[src/rtl/keyed_product_store.sv]
// keyed_product_store: shift-and-add key multiplier writing into a 16-word register file
// addressed through a one-hot decoder, with registered write-through readback.
module keyed_product_store #(
    parameter int OP_W   = 4,
    parameter int ADDR_W = 4
) (
    input  logic                   clock_i,
    input  logic                   reset_n_i,
    input  logic                   we_i,
    input  logic [OP_W-1:0]        num_rot_i,
    input  logic [OP_W-1:0]        key_i,
    input  logic [ADDR_W-1:0]      addr_i,
    output logic [(2**ADDR_W)-1:0] word_sel_o,
    output logic [2*OP_W-1:0]      product_o,
    output logic [2*OP_W-1:0]      stored_value_o
);
    localparam int DEPTH = 2**ADDR_W;
    localparam int P_W   = 2*OP_W;

    logic [P_W-1:0] mem_q [DEPTH];
    logic [P_W-1:0] mem_d [DEPTH];
    logic [P_W-1:0] stored_value_q, stored_value_d;
    logic [P_W-1:0] prod;
    logic [P_W-1:0] rd_data;
    logic [DEPTH-1:0] sel;

    assign sel = {{(DEPTH-1){1'b0}}, 1'b1} << addr_i;

    always_comb begin
        prod = '0;
        for (int i = 0; i < OP_W; i++)
            prod = prod + (key_i[i] ? ({{OP_W{1'b0}}, num_rot_i} << i) : '0);
    end

    // One-hot AND-OR read mux driven by the decoder rather than a binary index.
    always_comb begin
        rd_data = '0;
        for (int k = 0; k < DEPTH; k++)
            rd_data = rd_data | (sel[k] ? mem_q[k] : '0);
    end

    always_comb begin
        for (int k = 0; k < DEPTH; k++)
            mem_d[k] = (we_i && sel[k]) ? prod : mem_q[k];
        stored_value_d = we_i ? prod : rd_data;
    end

    always_ff @(posedge clock_i) begin
        if (!reset_n_i) begin
            for (int k = 0; k < DEPTH; k++)
                mem_q[k] <= '0;
            stored_value_q <= '0;
        end else begin
            for (int k = 0; k < DEPTH; k++)
                mem_q[k] <= mem_d[k];
            stored_value_q <= stored_value_d;
        end
    end

    assign word_sel_o     = sel;
    assign product_o      = prod;
    assign stored_value_o = stored_value_q;
endmodule

[config.mk]
export PLATFORM = sky130hd
export DESIGN_NAME = keyed_product_store
export DESIGN_NICKNAME = d
export VERILOG_FILES = /design/src/rtl/keyed_product_store.sv
export SDC_FILE = /design/constraint.sdc
export NUM_CORES = 1
export LEC_CHECK = 0
export ABC_AREA = 1
export CORE_MARGIN = 1
export CORE_UTILIZATION = 60
export CTS_CLUSTER_SIZE = 40
export DETAILED_ROUTE_END_ITERATION = 7
export PLACE_DENSITY = 0.81
export SLEW_MARGIN = 5
export SYNTH_ARGS = -nofsm -noshare
export SYNTH_HDL_FRONTEND = slang
export SYNTH_SLANG_ARGS = --single-unit
[constraint.sdc]
create_clock -name clock_i -period 4.8 [get_ports clock_i]
set_input_delay 0.48 -clock clock_i [delete_from_list [all_inputs] [get_ports clock_i]]
set_output_delay 0.48 -clock clock_i [all_outputs]
set_load 0.02 [all_outputs]
==> metrics.md <==
| Metric | Value |
|---|---|
| Ports placed on the boundary | 47 |
| Unrepaired setup endpoints after global routing | no |
| Top-area cell type share of the netlist area | about two fifths |
| Overall die width | between 100 and 150 um |
| Global-route wire length before repair | 33.8 mm |
| Most instantiated cells after synthesis | 176 x sky130_fd_sc_hd__nand2_1, 136 x sky130_fd_sc_hd__dfxtp_1, 117 x sky130_fd_sc_hd__inv_1 |
| Startpoint of the worst-slack reg-to-reg timing path | mem_q[1][17] |
| Clock root buffer | sky130_fd_sc_hd__clkbuf_8 |
| Clock tree buffer depth | 2 |
| DRC violations left | 0 |
| Max rail drop VDD | between 0.0003 and 0.0004 V |
| Cell accounting for the most synthesized area | sky130_fd_sc_hd__dfxtp_1 |
| Clock insertion delay at the later pin of the skew report | between 0.5 and 0.6 ns |
| Largest net degree at the start of global routing | 53 |
| Number of buffers created by CTS | 17 |
| Launching element of the worst setup path | key_i[2] |
| Non-filler instance count after layout | around 1,100 |
| Number of hold-slack violations in the final timing report | 0 |
| Normalized max-slew margin | between 20 and 30% |
| Final period util | 93.4% |
| Pre-Repair DR Iteration Count | 7 |
| Final standard cell area without fillers | between 7000 and 8000 um^2 |
| Unique cell type count in the Yosys netlist | 32 |
| Largest cells by area after synthesis | sky130_fd_sc_hd__dfxtp_1 41%, sky130_fd_sc_hd__nand2_1 10%, sky130_fd_sc_hd__inv_1 6.7%, sky130_fd_sc_hd__nand4_1 6.5%, sky130_fd_sc_hd__nor2_1 5.9% |
| Height of the die | between 100 and 150 um |
| Floorplan Core Area | 10,500 um^2 |
| Clock network power share | 46.6% |
| Routed wire length | 21.9 mm |
| GRT Resource Usage Total | around two fifths |
| Dominant combinational cell family by area after synthesis | simple AND/OR/NAND/NOR gates |
| TritonCTS Sinks | around 140 |
| Total of warnings raised by yosys | 0 |
| Fraction of the mapped netlist area in compound gates | 15.7% |
| Element type at the critical path end | output port |
| Initial antenna violation count | 0 |
| RD Place Congestion | around 0.95 |
| Final count of negative-setup-slack endpoints | 0 |
| Routed vias/inst | about 6.3 |
| CP max FO | 4 |
| Total number of vias | slightly below 7,000 |
| Net switching power figure | 0.791 mW |
| Initial core utilization | a little over three fifths |
| Final antenna-violating net count | 0 |
| Areal power density over the cells | 387 nW/um^2 |
| Hold bufs inserted after CTS | 0 |
| Min-delay src | mem_q[0][25] |
| Sequential element share of the synthesized area | 41.5% |
| Violation count after the first detailed-routing iteration | ~1,000 |
| Number of synthesized register bits | between 100 and 150 |
| Number of levels in the clock H-tree | 4 |
| Most used flip-flop cell after synthesis | sky130_fd_sc_hd__dfxtp_1 |
| Multiplexer area fraction after synthesis | 0% |
| Synthesized netlist cell count | 904 |
| CTS clk-pin slew, worst paths | ~0.060 ns |
| Post-CTS Resized | 0 |
| Transition time at the pin with the least slew margin | about 1.1 ns |
| Crit path DAT | 4.00 ns |
| Period minus WS final | 4.48 ns |
| Final net count | between 900 and 1,000 |
| Async set-reset flop share out of synthesis | 0% |
| Startpoint types | primary input |
| Post-detailed-placement half-perimeter wirelength | 14.1 mm |
| Clock tree from TritonCTS | done |
| Relative contribution of combinational cells to total power | between 10% and 20% |
| Placement Cell Area | 7040 um^2 |
| Worst endpoint required time | about 4.3 ns |
| Number of global-route vias before repair | 6,347 |
| Cell Count Post-Placement | between 1,000 and 1,500 |
| ANT cells | 0 |
| # port buffers | 46 |
| Most frequent cell after synthesis | sky130_fd_sc_hd__nand2_1 |
| Final global-route overflow total | 0 |
| Sum of internal, switching and leakage power | 2.96 mW |
| Setup TNS | 0 ns |
| Clock skew after layout | 0.00566 ns |
| Mean routed wirelength per cell | between 20 and 25 um |
| Part of the power in registers | 40.0% |
| Worst hold path class | register to register |
| Count of flip-flops with a built-in enable after synthesis | 0 |
| Xor and xnor area share after synthesis | 0.267% |
| Leak Pwr | ~3.6 nW |
| Reported max-cap violation count | 0 |
| Synthesis-to-layout area growth | 16.5% |
| Switching power share of the total | 26.7% |
| Adder and majority cell fraction of the synthesized area | around 3.4% |
| FMAX | approximately 220 MHz |
| Result of the run | finished, final reports clean |
| Post-Synthesis Net Count | about 930 |
| Startpoint-to-endpoint class of the critical path | primary input to output port |
| Int Pwr | between 2 and 2.5 mW |
| Syn Std Cell Area | 6560 um^2 |
| Die footprint | 11,400 um^2 |
| Cell row count | 37 |
| Max-slew violation count | 0 |
| Share of post-route cells with drive strength above 1 | between 8 and 9% |
| Synth Area in Simple Gates | between 20 and 30% |
| Post-CTS repair timing setup buffer count | 0 |
| Mean area per synthesized cell | ~7.3 um^2 |
## layer usage
metal	up-vias	track usage (%)	part of all wire, %
met2	517	58.2	42
li1	3066	-	-
met5	-	0	0
met3	113	10.0	12
met1	3140	52.5	40
met4	0	23.6	5.6
## logic make-up after synthesis
| group | count (synthesis) |
|---|---|
| xor gates and xnor gates | 2 |
| DFF | 136 |
| buffers and inverters | 180 |
| AOI/OAI and AO/OA | 177 |
| adders and majority gates | 15 |
| and+or+nand+nor | 394 |
## worst max-delay path: stages
cell and delay [ns]:
sky130_fd_sc_hd__clkdlybuf4s50_1 0.54, sky130_fd_sc_hd__nand2_1 0.10, sky130_fd_sc_hd__fa_1 0.53, sky130_fd_sc_hd__inv_1 0.05, sky130_fd_sc_hd__fa_1 0.48, sky130_fd_sc_hd__ha_1 0.16
sky130_fd_sc_hd__inv_1 0.06, sky130_fd_sc_hd__fa_1 0.49, sky130_fd_sc_hd__inv_1 0.09, sky130_fd_sc_hd__nand3_1 0.09, sky130_fd_sc_hd__nand2_1 0.08, sky130_fd_sc_hd__nand2_1 0.05
sky130_fd_sc_hd__nand2_1 0.16, sky130_fd_sc_hd__clkdlybuf4s50_1 0.64
## layout make-up
| type | instances | area, um^2 |
|---|---|---|
| multi-input combinational | 588 | 3110 |
| fill | 860 | 2820 |
| sequential | 136 | 2720 |
| timing repair buffer | 60 | 556 |
| inverter | 129 | 484 |
| clock buffer | 20 | 425 |
| clock inverter | 10 | 178 |
| tap | 136 | 170 |
## flip-flops by register name, summed over array words and instances, names as in the netlist
| signal | flops |
|---|---|
| stored_value_o | 8 |
| mem_q | 128 |
## layout by cell type, fill, tap and decap left out, types with 3 or more instances in the layout
cell and instances:
sky130_fd_sc_hd__inv_2 9, sky130_fd_sc_hd__dfxtp_1 136, sky130_fd_sc_hd__fa_1 5, sky130_fd_sc_hd__buf_4 14, sky130_fd_sc_hd__clkinv_2 4, sky130_fd_sc_hd__nor2_1 104
sky130_fd_sc_hd__ha_1 10, sky130_fd_sc_hd__clkbuf_16 16, sky130_fd_sc_hd__nand3_1 22, sky130_fd_sc_hd__nor2_2 5, sky130_fd_sc_hd__nor2_4 9, sky130_fd_sc_hd__clkdlybuf4s50_1 44
sky130_fd_sc_hd__nand3_2 5, sky130_fd_sc_hd__clkinv_1 4, sky130_fd_sc_hd__o221a_2 4, sky130_fd_sc_hd__bufinv_16 5, sky130_fd_sc_hd__nand4_1 68, sky130_fd_sc_hd__o21ai_0 48
sky130_fd_sc_hd__a221oi_1 10, sky130_fd_sc_hd__o22ai_1 46, sky130_fd_sc_hd__inv_1 116, sky130_fd_sc_hd__nand2_1 176, sky130_fd_sc_hd__a21oi_1 60, sky130_fd_sc_hd__clkbuf_1 3
sky130_fd_sc_hd__o211ai_1 6
## power groups by stage
stage | logic, mW | registers, mW | clock network (mW)
global route | 0.416 | 1.19 | 1.41
CTS | 0.383 | 1.18 | 1.37
detailed placement | 0.379 | 1.21 | 0
global placement | 0.375 | 1.20 | 0
floorplan | 0.223 | 1.21 | 0
finish | 0.398 | 1.18 | 1.38
## metrics by stage
step	utilization (%)	setup slack (ns)	hold slack, ns
final	73.0	0.316	0.467
after detailed placement	67.3	0.337	0.458
after CTS	73.0	0.330	0.467
after global routing	73.0	0.102	0.489
after floorplan	-	1.43	0.440
after global placement	67.3	0.401	0.452
## path summary, 6_finish.rpt
path	end	slack, ns	cells after the start
min	mem_q[0][25]	0.47	2
min reg2reg	mem_q[0][25]	0.47	2
max	product_o[7]	0.32	14
max reg2reg	stored_value_o[1]	3.55	6
No activity file was read; power rests on OpenSTA's default activity.
